## config.mk

```make
export PLATFORM = sky130hd
export DESIGN_NAME = dom_share_decoder_fault_check_flat
export DESIGN_NICKNAME = d
export VERILOG_FILES = /design/src/rtl/dom_share_decoder_fault_check_if.sv /design/src/rtl/dom_share_decoder_fault_check.sv /design/src/flat_wrapper.sv
export SDC_FILE = /design/constraint.sdc
export NUM_CORES = 1
export LEC_CHECK = 0
export CAP_MARGIN = 10
export CORE_ASPECT_RATIO = 0.8
export CORE_MARGIN = 1
export CORE_UTILIZATION = 46
export CTS_CLUSTER_SIZE = 16
export DETAILED_ROUTE_END_ITERATION = 10
export GPL_TIMING_DRIVEN = 1
export PLACE_DENSITY = 0.78
export SETUP_SLACK_MARGIN = 0.5
export SYNTH_ARGS = -nofsm -noshare
export SYNTH_HDL_FRONTEND = slang
export SYNTH_SLANG_ARGS = --single-unit
```

## constraint.sdc

```tcl
create_clock -name clk -period 1.95 [get_ports clk]
set_clock_uncertainty 0.2 [all_clocks]
set_input_delay 0.39 -clock clk [delete_from_list [all_inputs] [get_ports clk]]
set_output_delay 0.39 -clock clk [all_outputs]
set_load 0.02 [all_outputs]
```

## src/rtl/dom_share_decoder_fault_check_if.sv

```systemverilog
`default_nettype none
// ============================================================================
// Module      : dom_share_decoder_fault_check_if
// Description : Handshake and data bundle between the masked core (master)
//               and the share decoder / fault checker (slave).
//               Input side : in_valid, in_ready, in_share0, in_share1, in_dup1
//               Output side: out_valid, out_ready, out_data, out_fault
//               Status     : fault_sticky, clear_fault
// Revision    : 1.0 - initial release
// ============================================================================
interface dom_share_decoder_fault_check_if #(
    parameter int WIDTH = 8
);
    logic             in_valid;
    logic             in_ready;
    logic [WIDTH-1:0] in_share0;
    logic [WIDTH-1:0] in_share1;
    logic [WIDTH-1:0] in_dup1;
    logic             out_valid;
    logic             out_ready;
    logic [WIDTH-1:0] out_data;
    logic             out_fault;
    logic             fault_sticky;
    logic             clear_fault;

    // Driver side: the masked core feeding words and consuming results.
    modport master (
        output in_valid, in_share0, in_share1, in_dup1, out_ready, clear_fault,
        input  in_ready, out_valid, out_data, out_fault, fault_sticky
    );

    // Decoder side.
    modport slave (
        input  in_valid, in_share0, in_share1, in_dup1, out_ready, clear_fault,
        output in_ready, out_valid, out_data, out_fault, fault_sticky
    );
endinterface
`default_nettype wire

```

## src/rtl/dom_share_decoder_fault_check.sv

```systemverilog
`default_nettype none
// ============================================================================
// Module      : dom_share_decoder_fault_check
// Description : Receiving end of a first-order DOM masked datapath. Captures
//               share0, share1 and a redundant copy of share1 into separate
//               registers, then unmasks (share0 ^ share1) and compares share1
//               against its duplicate. A mismatching word is suppressed and
//               replaced by FAULT_VAL, with out_fault raised.
// Ports       : clk          - clock, rising edge
//               rst          - synchronous active-high reset
//               bus (slave)  - in_valid/in_ready/in_share0/in_share1/in_dup1,
//                              out_valid/out_ready/out_data/out_fault,
//                              fault_sticky/clear_fault
// Parameters  : WIDTH     - share and result width (must match bus WIDTH)
//               FAULT_VAL - value driven on out_data for a faulty word
// Options     : SHARE_DEC_LOCKOUT_EN - when defined, a recorded fault locks
//               the input side until reset and clear_fault is ignored.
// Revision    : 1.0 - initial release
// ============================================================================
module dom_share_decoder_fault_check #(
    parameter int               WIDTH     = 8,
    parameter logic [WIDTH-1:0] FAULT_VAL = '0
) (
    input  wire                             clk,
    input  wire                             rst,
    dom_share_decoder_fault_check_if.slave  bus
);

    typedef enum logic [1:0] {
        S_IDLE = 2'd0,
        S_HOLD = 2'd1,
        S_OUT  = 2'd2
    } state_t;

    state_t           r_state;
    logic             r_in_ready;
    logic             r_out_valid;
    logic [WIDTH-1:0] r_out_data;
    logic             r_out_fault;
    logic             r_fault_sticky;
    logic [WIDTH-1:0] r_s0;
    logic [WIDTH-1:0] r_s1;
    logic [WIDTH-1:0] r_d1;

    logic [WIDTH-1:0] w_res;
    logic             w_flt;
    logic             w_lock;
    logic             w_clear;

    // Shares are only combined after they sit in separate registers, so no
    // glitch on the input wires can ever expose an unmasked value.
    assign w_res = r_s0 ^ r_s1;
    assign w_flt = (r_s1 != r_d1);

`ifdef SHARE_DEC_LOCKOUT_EN
    // Once a fault is recorded the block refuses new words until reset.
    // clear_fault can only act while unlocked, i.e. when there is nothing to clear.
    assign w_lock  = r_fault_sticky;
    assign w_clear = bus.clear_fault & ~r_fault_sticky;
`else
    assign w_lock  = 1'b0;
    assign w_clear = bus.clear_fault;
`endif

    always_ff @(posedge clk) begin
        if (rst) begin
            r_state        <= S_IDLE;
            r_in_ready     <= 1'b0;
            r_out_valid    <= 1'b0;
            r_out_data     <= '0;
            r_out_fault    <= 1'b0;
            r_fault_sticky <= 1'b0;
            r_s0           <= '0;
            r_s1           <= '0;
            r_d1           <= '0;
        end else begin
            // A fault registering in HOLD below overrides this clear.
            if (w_clear) begin
                r_fault_sticky <= 1'b0;
            end

            case (r_state)
                S_IDLE: begin
                    r_in_ready <= ~w_lock;
                    if (bus.in_valid && r_in_ready) begin
                        r_s0       <= bus.in_share0;
                        r_s1       <= bus.in_share1;
                        r_d1       <= bus.in_dup1;
                        r_in_ready <= 1'b0;
                        r_state    <= S_HOLD;
                    end
                end

                S_HOLD: begin
                    // A faulty word never reveals its unmasked value.
                    r_out_data  <= w_flt ? FAULT_VAL : w_res;
                    r_out_fault <= w_flt;
                    r_out_valid <= 1'b1;
                    if (w_flt) begin
                        r_fault_sticky <= 1'b1;
                    end
                    r_state <= S_OUT;
                end

                S_OUT: begin
                    if (bus.out_ready) begin
                        r_out_valid <= 1'b0;
                        // Scrub masked material once the word has left.
                        r_s0        <= '0;
                        r_s1        <= '0;
                        r_d1        <= '0;
                        r_in_ready  <= ~w_lock;
                        r_state     <= S_IDLE;
                    end
                end

                default: begin
                    r_state <= S_IDLE;
                end
            endcase
        end
    end

    assign bus.in_ready     = r_in_ready;
    assign bus.out_valid    = r_out_valid;
    assign bus.out_data     = r_out_data;
    assign bus.out_fault    = r_out_fault;
    assign bus.fault_sticky = r_fault_sticky;

endmodule
`default_nettype wire
```

## src/flat_wrapper.sv

```systemverilog
// flat-port wrapper written by rule: the top's interface ports become plain ports
module dom_share_decoder_fault_check_flat 
#(
    parameter int               WIDTH     = 8,
    parameter logic [WIDTH-1:0] FAULT_VAL = '0
)
  (clk, rst, bus_in_valid, bus_in_share0, bus_in_share1, bus_in_dup1, bus_out_ready, bus_clear_fault, bus_in_ready, bus_out_valid, bus_out_data, bus_out_fault, bus_fault_sticky);
  dom_share_decoder_fault_check_if #(.WIDTH(WIDTH)) bus_i ();
  input  wire clk;
  input  wire rst;
  input wire logic [$bits(bus_i.in_valid)-1:0] bus_in_valid;
  input wire logic [$bits(bus_i.in_share0)-1:0] bus_in_share0;
  input wire logic [$bits(bus_i.in_share1)-1:0] bus_in_share1;
  input wire logic [$bits(bus_i.in_dup1)-1:0] bus_in_dup1;
  input wire logic [$bits(bus_i.out_ready)-1:0] bus_out_ready;
  input wire logic [$bits(bus_i.clear_fault)-1:0] bus_clear_fault;
  output wire logic [$bits(bus_i.in_ready)-1:0] bus_in_ready;
  output wire logic [$bits(bus_i.out_valid)-1:0] bus_out_valid;
  output wire logic [$bits(bus_i.out_data)-1:0] bus_out_data;
  output wire logic [$bits(bus_i.out_fault)-1:0] bus_out_fault;
  output wire logic [$bits(bus_i.fault_sticky)-1:0] bus_fault_sticky;
  assign bus_i.in_valid = bus_in_valid;
  assign bus_i.in_share0 = bus_in_share0;
  assign bus_i.in_share1 = bus_in_share1;
  assign bus_i.in_dup1 = bus_in_dup1;
  assign bus_i.out_ready = bus_out_ready;
  assign bus_i.clear_fault = bus_clear_fault;
  assign bus_in_ready = bus_i.in_ready;
  assign bus_out_valid = bus_i.out_valid;
  assign bus_out_data = bus_i.out_data;
  assign bus_out_fault = bus_i.out_fault;
  assign bus_fault_sticky = bus_i.fault_sticky;
  dom_share_decoder_fault_check #(.WIDTH(WIDTH), .FAULT_VAL(FAULT_VAL)) u_core (.clk(clk), .rst(rst), .bus(bus_i));
endmodule
```

# After elaboration in Yosys (flattened, before gate mapping)

Cells that the tools add are included.

Register bits: 38
Bits in latches: 0
Bits in writable memories: 0
ROM bits: 0
Bits of input ports: 29
Output and inout bits: 12
Word-level logic and storage cells: 42
Memories kept: 0

$add $sub $neg: 0
Multipliers: 0
Div/mod/pow operators: 0
$lt $le $gt $ge: 0
Eq/ne operators: 5
Shifts and indexed selects: 0
Multiplexer cells: 19
Bitwise gates (word level): 1
Reductions and logical operators: 8

Operator list:

| kind                                                             | count |
|---|---|
| 8-bit one-hot mux with 2 select lines                            | 3 |
| 8-bit 2-to-1 mux                                                 | 5 |
| 8-bit != test                                                    | 1 |
| 8-bit XOR                                                        | 1 |
| 1-bit 2-to-1 mux                                                 | 6 |
| 2-bit one-hot mux with 3 select lines                            | 1 |
| 2-bit AND reduction                                              | 3 |
| 2-bit 2-to-1 mux                                                 | 2 |
| 1-bit one-hot mux with 2 select lines                            | 2 |
| 2-bit nonzero test                                               | 2 |
| 3-bit AND reduction                                              | 1 |
| 2-bit by 1-bit == test with 1-bit output (second input constant) | 1 |
| 2-bit == test (second input constant)                            | 1 |
| 2-bit zero test                                                  | 1 |
| 2-bit by 1-bit != test with 1-bit output (second input constant) | 1 |
| 2-bit != test (second input constant)                            | 1 |
| 1-bit logical AND                                                | 1 |

# Longest topological paths before layout

Gate-level depths: netlist of run 1.

Depth in word-level cells: 3
Gate-level depth with buffers: 6
Gate-level depth less buffers: 4

# Least setup slack after synthesis of run 1

Ideal clock, no wire load.

Kind: register to register
Start: reg u_core.r_in_ready (netlist: u_core.bus.in_ready)
End: reg u_core.r_s1[0]
Data arrival time: 1270 ps
Data required time: 1633 ps
Setup slack: 363 ps
Cell stages (with the launch flop): 6
Buffers on the path: 1
Cell sequence: dfxtp_1 -> nand2_1 -> o21ai_0 -> a21oi_2 -> buf_4 -> a22o_2

Longest elaborated chain between the ends: 3

RTL lines:

| element                                            | line                                 | RTL |
|---|---|---|
| start, declared                                    | dom_share_decoder_fault_check.sv:36  | `logic r_in_ready;` |
| start signal, assigned                             | dom_share_decoder_fault_check.sv:84  | `r_in_ready <= ~w_lock;` |
| start signal, assigned                             | dom_share_decoder_fault_check.sv:112 | `r_in_ready <= ~w_lock;` |
| 1-bit logical AND                                  | dom_share_decoder_fault_check.sv:85  | `if (bus.in_valid && r_in_ready) begin` |
| 2-bit by 1-bit != test with 1-bit output (no line) | n/a                                  |  |
| 3-bit AND reduction (no line)                      | n/a                                  |  |
| end signal, assigned                               | dom_share_decoder_fault_check.sv:87  | `r_s1 <= bus.in_share1;` |
| end, declared                                      | dom_share_decoder_fault_check.sv:42  | `logic [WIDTH-1:0] r_s1;` |

No other way between the ends.
A chain may end at the register's enable or synchronous reset.

# Worst setup path in the final report of run 1

Start: in bus_in_valid
End: reg u_core.r_s0[4]

Longest elaborated chain between the ends: 3

RTL lines:

| element                                            | line                                | RTL |
|---|---|---|
| start, declared                                    | flat_wrapper.sv:11                  | `input wire logic [$bits(bus_i.in_valid)-1:0] bus_in_valid;` |
| 1-bit logical AND                                  | dom_share_decoder_fault_check.sv:85 |  |
| 2-bit by 1-bit != test with 1-bit output (no line) | n/a                                 |  |
| 3-bit AND reduction (no line)                      | n/a                                 |  |
| end signal, assigned                               | dom_share_decoder_fault_check.sv:86 | `r_s0 <= bus.in_share0;` |
| end, declared                                      | dom_share_decoder_fault_check.sv:41 | `logic [WIDTH-1:0] r_s0;` |

No other way between the ends.

==> results of run 1 <==
[stage by stage]
| stage | setup TNS, ps | std cells | area (sq um) |
|---|---|---|---|
| after detailed placement | -8100 | 198 | 1860 |
| after floorplan | 0 | 120 | 1440 |
| after global routing | 0 | 217 | 2140 |
| after global placement | -7300 | 198 | 1860 |
| final | 0 | 217 | 2140 |
| after CTS | 0 | 214 | 2080 |
[synthesized netlist by cell type]
cell,number,area (sq um)
xnor2_1,8,70.1
nor2_2,2,12.5
a21oi_2,1,8.76
a22o_2,13,130
nand4_1,2,12.5
nand2b_1,1,6.26
nor4_4,1,21.3
inv_1,4,15.0
xor2_1,8,70.1
o21ai_0,2,10.0
buf_4,2,15.0
a21oi_1,2,10.0
a32o_1,8,80.1
o32ai_1,1,8.76
a211oi_1,2,15.0
nand2_1,2,7.51
nor3_1,2,10.0
nand3_1,1,5.00
a22o_1,11,96.3
nor2_1,5,18.8
buf_2,1,5.00
dfxtp_1,38,761
buf_6,3,33.8
[metal layers]
metal	vias up	GRT usage (%)	wire [um]
li1	569	-	-
met1	572	25.5	1540
met4	0	10.0	61
met3	7	5.70	235
met2	49	38.3	1830
met5	-	0	0
[worst max-delay path: cells and delay by family]
family / cells / cell delay, ps
compound gates: 3 / 600
buf+inv: 3 / 510
simple gates: 1 / 110
[layout make-up]
| cell class | count | area share, % |
|---|---|---|
| Sequential cell | 38 | 35.8 |
| Clock buffer | 7 | 3.57 |
| Tap cell | 38 | 2.22 |
| Multi-Input combinational cell | 74 | 33.8 |
| Timing Repair Buffer | 56 | 23.9 |
| Inverter | 4 | 0.703 |
[sequential cells by signal (all words and copies together) (netlist names)]
signal                   cells
u_core.bus.fault_sticky      1
u_core.r_s0                  8
u_core.bus.in_ready          1
u_core.bus.out_fault         1
u_core.r_state               2
u_core.r_d1                  8
u_core.bus.out_valid         1
u_core.bus.out_data          8
u_core.r_s1                  8
[what timing repair did]
action                                  CTS  global route
endpoints found under the setup margin   47            34
pin swaps                                 5             4
resized for setup                        79             7
gates cloned                              4             1
buffers inserted                          5             2
hold buffers                              0             0
[power by group]
| part | internal (W) | switching (W) |
|---|---|---|
| sequential | 0.000812 | 0.0000328 |
| clock | 0.000246 | 0.000241 |
| combinational | 0.000179 | 0.000155 |
| total | 0.00124 | 0.000429 |
[worst max-delay path by stage]
stage / startpoint / depth (start not counted) / slack [ps] / end
2_1_floorplan: rst / 4 / 460 / u_core.r_d1[1]
3_3_place_gp: bus_out_ready / 5 / -300 / u_core.r_s1[0]
3_5_place_dp: bus_in_valid / 5 / -340 / u_core.r_d1[6]
4_1_cts: u_core.bus.in_ready / 6 / 470 / u_core.r_s1[3]
5_1_grt: bus_in_valid / 7 / 360 / u_core.r_s1[4]
6_report: bus_in_valid / 7 / 370 / u_core.r_s0[4]
[cells by family after synthesis]
kind of cell | after synthesis
AOI/OAI and AO/OA | 40
DFF | 38
xor gates and xnor gates | 16
and+or+nand+nor | 16
buffers and inverters | 10
==> results.toml, run 1 <==
[sta]
setup_viol = 0
maxSlewViolCount = 0
relSlewSlack_pct = 74.0
setup_ws_ps = 372
fin_crit_ps = 1580
fmax_mhz = 634
holdWs_ps = 261
rsz0062_at_grt = "yes"
worstMarginPinSlew_ps = 389
hold_viol_final = 0
period_share_pct = 80.9

[critical_path]
cp_cell_sequence = "dlygate4sd2_1, nand2_2, buf_6, o21ai_4, buf_4, a21oi_4, a22o_2"
reg2reg_depth = 6
critPathMaxStageDelay_ps = 340
critPathCaptureType = "flop"
reg2reg_from = "u_core.bus.in_ready"
r2r_end = "u_core.r_s0[4]"
worstPathMaxFanout = 12
worst_ep_required_time_ps = 1980
criticalPathCategory = "in2reg"
crit_path_top_delay_cell = "a21oi_4"
start_kind = "input pin"
r2r_slack_ps = 390
cp.arrival_ps = 1610

[synth]
synthAdderAreaFrac_pct = 0
synth-seq-cells = 38
synth_cell_types = 23
synth_compound_area_share_pct = 25.2
synthesis.nets = 149
synth-xor-area-share_pct = 9.85
ys_warn_count = 0
synth_top_family_by_area = "compound AO/OA/AOI/OAI gates"
muxShareOfSynthArea_pct = 0
synth_simple_gate_area_share_pct = 6.60
seq_area_frac_synth_pct = 53.5
syn_area_sq_mm = 0.00142
synth_cells = 120
syn_area_per_cell_sq_um = 11.9

[finish]
fillCellCount = 187
drive_gt1_share_pct = 33.5
fin_nets = 208
areaGrowthSynthToFinish_pct = 50.2
mostFrequentLayoutCells = "dfxtp_1, clkdlybuf4s50_1, buf_2"
fin_util_pct = 75.0
multi_input_area_sq_um = 722
layout_commonest_cell = "dfxtp_1"
seq_area_sq_um = 764
antenna_cells = 0

[placed_design]
numPortBuffers = 40
gp_congestion = 0.792
dp_hpwl_um = 2040
pre_cts_ws_ps = -342

[power]
leakage_nw = 0.908
irDropWorstVdd_mv = 0.417
p_per_area_mw_per_mm2 = 780
total_power_w = 0.00167

[hold_path]
hold_depth = 1
hold_path.class = "reg2reg"
whs_endpoint = "u_core.bus.out_data[5]"
min_from = "u_core.bus.out_data[5]"

[floorplanning]
io_pins = 41
die_area_sq_mm = 0.00332
die_w_um = 64.2
floorplan.rows = 17
core_sq_mm = 0.00285
initial_core_util_pct = 49.9
die_h_um = 51.7

[run]
drv_cap = 0

[clock_tree]
clk_path_buf_depth = 2
clkSlewWorstSetupHoldPaths_ps = 70
h-tree-depth = 2
clock_sinks = 38
cts_tree = "yes"
cts_buffers = 5
clk_latency_ps = 280
cts_root_buf = "clkbuf_8"

[route]
viasPerCell = 5.52
drt_first_pass_iters = 4
drtIter0Drc = 51
routed_wl_um = 3660
drtAntennaViolNets = 0
wl_per_cell_um = 16.9
via_count = 1197
drc = 0

[global_routing]
grt_start_max_net_pins = 13
track_usage_pct = 21.9
grt_overflow = 0
antenna_found_initial = 0
grt_pass1_vias = 1148
grt_pass1_wl_um = 5280

[status]
status = "completed"
(Power assumes the default switching activity.)
==> run 2, diff against run 1 <==
==> constraint.sdc (replaced) <==
create_clock -name clk -period 1.5 [get_ports clk]
set_clock_uncertainty 0.2 [all_clocks]
set_input_delay 0.3 -clock clk [delete_from_list [all_inputs] [get_ports clk]]
set_output_delay 0.3 -clock clk [all_outputs]
set_load 0.02 [all_outputs]
==> run 2 against run 1 <==
Against the previous run: the flow now finishes with violations (negative setup slack); critical path depth decreased by 3; wire length is 36% higher; core utilization is 9.6 points higher; die area unchanged; via count is 13% higher; clock power rose by 56%; worst hold slack improved by 26 ps; flip-flop and latch count unchanged; combinational power grew 47%; design area up 13%; register-to-register slack got worse by 490 ps; largest cell class unchanged; largest power group unchanged.
==> results.toml, run 2 (same netlist as run 1, synthesis figures left out) <==
[placed_design]
dp_hpwl_um = 2280
placed_cells = 205
gp_congestion = 0.766
numPortBuffers = 40

[floorplanning]
die_h_um = 51.7
io_pins = 41
floorplan.rows = 17
core_sq_mm = 0.00285
die_w_um = 64.2
initial_core_util_pct = 49.9
die_area_sq_mm = 0.00332

[global_routing]
antenna_found_initial = 0
track_usage_pct = 23.8
grt_pass1_wl_um = 5620
grt_start_max_net_pins = 12
grt_pass1_vias = 1186
grt_overflow = 0

[sta]
setup_viol = 26
setup_ws_ps = -98.1
maxSlewViolCount = 0
hold_viol_final = 0
relSlewSlack_pct = 70.2
worstMarginPinSlew_ps = 446
period_share_pct = 107
rsz0062_at_grt = "yes"
fmax_mhz = 626
fin_crit_ps = 1600

[route]
via_count = 1357
wl_per_cell_um = 21.4
viasPerCell = 5.85
drt_first_pass_iters = 4
drtAntennaViolNets = 0
drc = 0
drtIter0Drc = 119
routed_wl_um = 4970

[clock_tree]
clk_path_buf_depth = 2
clkSlewWorstSetupHoldPaths_ps = 90
postCtsHoldBufs = 0
cts_buffers = 5
h-tree-depth = 2
cts_root_buf = "clkbuf_8"
clk_latency_ps = 310
clock_sinks = 38
cts_tree = "yes"

[critical_path]
cp.arrival_ps = 1640
crit_start = "u_core.r_s1[7]"
worst_ep_required_time_ps = 1540
start_kind = "flop"
reg2reg_from = "u_core.r_s1[7]"
critPathCaptureType = "flop"
worstPathMaxFanout = 5
criticalPathCategory = "reg2reg"

[finish]
mostFrequentLayoutCells = "buf_6, clkdlybuf4s50_1, dfxtp_2"
areaGrowthSynthToFinish_pct = 69.4
fin_nets = 222
fin_cells = 232
fin_util_pct = 84.5
antenna_cells = 0
drive_gt1_share_pct = 56.2

[power]
p_per_area_mw_per_mm2 = 976
irDropWorstVdd_mv = 0.643
leakage_nw = 1.03

[hold_path]
min_from = "u_core.bus.out_data[5]"
hold_path.class = "reg2reg"

[status]
violations = "negative setup slack"
status = "complete, but fails checks"

[run]
drv_cap = 0
[run 2: cell types whose count changed in the layout (fill, tap and decap cells not counted), sizes merged]
cell | before | now
dlygate4sd2 | 2 | 3
a21oi | 4 | 3
buf | 29 | 43
clkinv | 0 | 1
[run 2: final cells by class]
type | instances | area (sq um)
clock buffers | 7 | 86.3
clock inverters | 1 | 5.00
fillers | 139 | 440
inverters | 4 | 15.0
multi-input cells | 73 | 746
flip-flops and latches | 38 | 797
well taps | 38 | 47.5
repair buffers | 71 | 713
[run 2: layer usage]
metal  vias up  track usage, %  routed length, um
met5         -               0                  0
li1        601               -                  -
met1       665            27.9               2030
met4         0            10.7                136
met2        71            40.2               2400
met3        20            7.68                392
[run 2: where the power goes]
part           internal, W  switching [W]  leakage [nW]  total (W)
Clock             0.000371       0.000386        0.0482   0.000758
Sequential         0.00106      0.0000456         0.321    0.00110
Combinational     0.000259       0.000231         0.656   0.000491
[run 2: critical path, stage by stage (launching register included)]
cell	delay [ps]
dfxtp_2	340
xnor2_1	180
nand4_1	280
nor2_4	300
a32o_1	240
[run 2: final timing paths]
check / end / slack [ps] / depth (start not counted)
max: u_core.bus.out_data[6] / -100 / 4
min: u_core.bus.out_data[5] / 290 / 1
max reg2reg: u_core.bus.out_data[6] / -100 / 4
min reg2reg: u_core.bus.out_data[5] / 290 / 1
[run 2: metrics by stage]
step | setup WS, ps | hold slack (ps) | area [sq um] | total power, W | setup TNS, ps
floorplan | 98.9 | 217 | 1430 | 0.00129 | 0
global placement | -290 | 254 | 1920 | 0.00142 | -8910
detailed placement | -337 | 270 | 1920 | 0.00143 | -10180
CTS | 7.60 | 250 | 2230 | 0.00222 | 0
global route | -104 | 303 | 2410 | 0.00242 | -1680
finish | -98.1 | 287 | 2410 | 0.00235 | -786
[run 2: repair_timing]
item | 4_1_cts | 5_1_grt
cloned | 3 | 0
resized for setup | 110 | 34
setup buffers | 11 | 5
setup endpoints to repair | 50 | 50
pin swaps | 26 | 13
==> run 3, diff against run 2 <==
--- a/config.mk
+++ b/config.mk
@@ -8,11 +8,11 @@
 export CAP_MARGIN = 10
 export CORE_ASPECT_RATIO = 0.8
 export CORE_MARGIN = 1
-export CORE_UTILIZATION = 46
+export CORE_UTILIZATION = 41
 export CTS_CLUSTER_SIZE = 16
 export DETAILED_ROUTE_END_ITERATION = 10
 export GPL_TIMING_DRIVEN = 1
-export PLACE_DENSITY = 0.78
+export PLACE_DENSITY = 0.73
 export SETUP_SLACK_MARGIN = 0.5
 export SYNTH_ARGS = -nofsm -noshare
 export SYNTH_HDL_FRONTEND = slang
==> constraint.sdc (replaced) <==
create_clock -name clk -period 1.45 [get_ports clk]
set_clock_uncertainty 0.2 [all_clocks]
set_input_delay 0.29 -clock clk [delete_from_list [all_inputs] [get_ports clk]]
set_output_delay 0.29 -clock clk [all_outputs]
set_load 0.02 [all_outputs]
==> run 3 against run 2 <==
Against the previous run: the flow still finishes with violations (negative setup slack); via count decreased by 4.6%; die area grew 12%; worst hold slack worse by 11 ps; clock power is 24% higher; clock-buffer cell count stayed put; sequential power about the same; setup slack improved by 59 ps; maximum frequency grew 7.3%; wire length shrank 15%; combinational power grew 9.0%; first-iteration DRC count fell by 51%.
==> results.toml, run 3 (same netlist as run 1, synthesis figures left out) <==
[critical_path]
cp_top_family = "buffers and inverters"
reg2reg_depth = 5
critPathCaptureType = "flop"
worstPathMaxFanout = 6
start_kind = "flop"
critPathMaxStageDelay_ps = 370
cp.arrival_ps = 1530
worst_ep_required_time_ps = 1490
worst-path-buf-inv = 3
cp_cell_sequence = "buf_6, nor4_4, buf_4, buf_6, a22o_1"
cpMostUsedCell = "buf_6"
r2r_slack_ps = -40
r2r_end = "u_core.r_s1[7]"
criticalPathCategory = "reg2reg"
reg2reg_from = "u_core.r_state[1]"
crit_path_top_delay_cell = "dfxtp_4"

[global_routing]
track_usage_pct = 25.2
grt_pass1_wl_um = 6440
grt_pass1_vias = 1317
grt_start_max_net_pins = 13
antenna_found_initial = 0
grt_overflow = 0

[sta]
fmax_mhz = 671
hold_viol_final = 0
worstMarginPinSlew_ps = 271
setup_ws_ps = -39.3
period_share_pct = 103
relSlewSlack_pct = 81.9
fin_crit_ps = 1490
maxSlewViolCount = 0
holdWs_ps = 276
setup_viol = 30
rsz0062_at_grt = "yes"

[finish]
final_area_sq_mm = 0.00258
fillCellCount = 174
areaGrowthSynthToFinish_pct = 81.7
fin_util_pct = 80.8
drive_gt1_share_pct = 55.0
layout_commonest_cell = "buf_6"
mostFrequentLayoutCells = "buf_6, clkdlybuf4s50_1, dfxtp_1"
antenna_cells = 0
fin_nets = 230

[clock_tree]
cts_root_buf = "clkbuf_8"
cts_tree = "yes"
clkSlewWorstSetupHoldPaths_ps = 70
clk_path_buf_depth = 2
cts_buffers = 5
clock_sinks = 38
h-tree-depth = 2
clk_latency_ps = 300

[route]
drt_first_pass_iters = 4
wl_per_cell_um = 17.5
drc = 0
routed_wl_um = 4230
via_count = 1294
drtAntennaViolNets = 0
drtIter0Drc = 58
viasPerCell = 5.35

[floorplanning]
die_h_um = 54.7
die_area_sq_mm = 0.00371
floorplan.rows = 18
die_w_um = 67.9
initial_core_util_pct = 44.5
core_sq_mm = 0.00320
io_pins = 41

[placed_design]
dp_hpwl_um = 2240
numPortBuffers = 40
dpl_cell_area_sq_mm = 0.00199
gp_congestion = 0.708

[power]
combPwrFrac_pct = 20.5
leakage_nw = 1.10
p_per_area_mw_per_mm2 = 1010
p_switching_w = 0.000662
internal_power_w = 0.00195
irDropWorstVdd_mv = 0.814
p_seq_share_pct = 43.4
p_sw_share_pct = 25.4
power_frac_clock_pct = 36.1

[status]
violations = "negative setup slack"
status = "complete, but fails checks"

[hold_path]
hold_depth = 4
hold_path.class = "in2reg"
whs_endpoint = "u_core.r_state[1]"
min_from = "bus_out_ready"

[run]
drv_cap = 0
[run 3: changes by cell type in the layout (fill, tap and decap cells not counted), sizes merged]
| cell | change |
|---|---|
| buf | +7 |
| a21oi | +1 |
| bufinv | +1 |
| clkdlybuf4s15 | +1 |
| clkinv | -1 |
| clkinvlp | +1 |
| dlygate4sd2 | -1 |
| inv | -1 |
[run 3: cell type report]
| type | instances | area (sq um) | area share (%) |
|---|---|---|---|
| well taps | 40 | 50.0 | 1.94 |
| repair buffers | 78 | 800 | 30.9 |
| flip-flops and latches | 38 | 795 | 30.7 |
| clock inverters | 1 | 30.0 | 1.16 |
| multi-input cells | 74 | 806 | 31.2 |
| inverters | 4 | 18.8 | 0.726 |
| clock buffers | 7 | 86.3 | 3.34 |
[run 3: repair_timing]
action	CTS	global route
setup endpoints to repair	50	50
gates resized for setup	127	22
pin swaps	18	18
setup buffers	10	6
hold buffers	0	0
cloned	4	0
[run 3: per-stage QoR]
| step | cells | total power, W | setup slack (ps) | setup TNS [ps] |
|---|---|---|---|---|
| final | 242 | 0.00261 | -39.3 | -595 |
| after global routing | 242 | 0.00270 | -114 | -1900 |
| after CTS | 236 | 0.00254 | -8.58 | -35.5 |
| after detailed placement | 214 | 0.00149 | -770 | -21640 |
| after global placement | 214 | 0.00148 | -696 | -19660 |
| after floorplan | 120 | 0.00133 | 49.9 | 0 |
[run 3: layer usage]
metal	routed length (um)	global-route usage [%]	vias to the layer above
met5	0	0	-
met3	267	7.50	13
met4	97	11.5	0
li1	-	-	617
met1	1860	30.6	622
met2	2010	41.3	42
[run 3: worst max-delay path by stage]
stage / cells after the start / start / to
6_report: 5 / u_core.r_state[1] / u_core.r_s1[7]
5_1_grt: 4 / u_core.r_s1[5] / u_core.bus.out_data[7]
4_1_cts: 4 / u_core.r_d1[5] / u_core.bus.fault_sticky
3_5_place_dp: 5 / bus_out_ready / u_core.r_s0[0]
3_3_place_gp: 5 / bus_out_ready / u_core.r_s0[3]
2_1_floorplan: 4 / u_core.r_state[1] / u_core.r_d1[1]
[run 3: worst register-to-register path: cells and delay by family, from the launching register on]
kind | cells | cell delay [ps]
and+or+nand+nor | 1 | 250
DFF | 1 | 370
AOI/OAI and AO/OA | 1 | 140
buffers and inverters | 3 | 470
[run 3: power groups by stage]
stage	clock network [W]	logic [W]	registers (W)
CTS	0.000938	0.000477	0.00113
global placement	0	0.000338	0.00114
finish	0.000941	0.000535	0.00113
floorplan	0	0.000175	0.00116
detailed placement	0	0.000349	0.00115
global route	0.000993	0.000568	0.00114
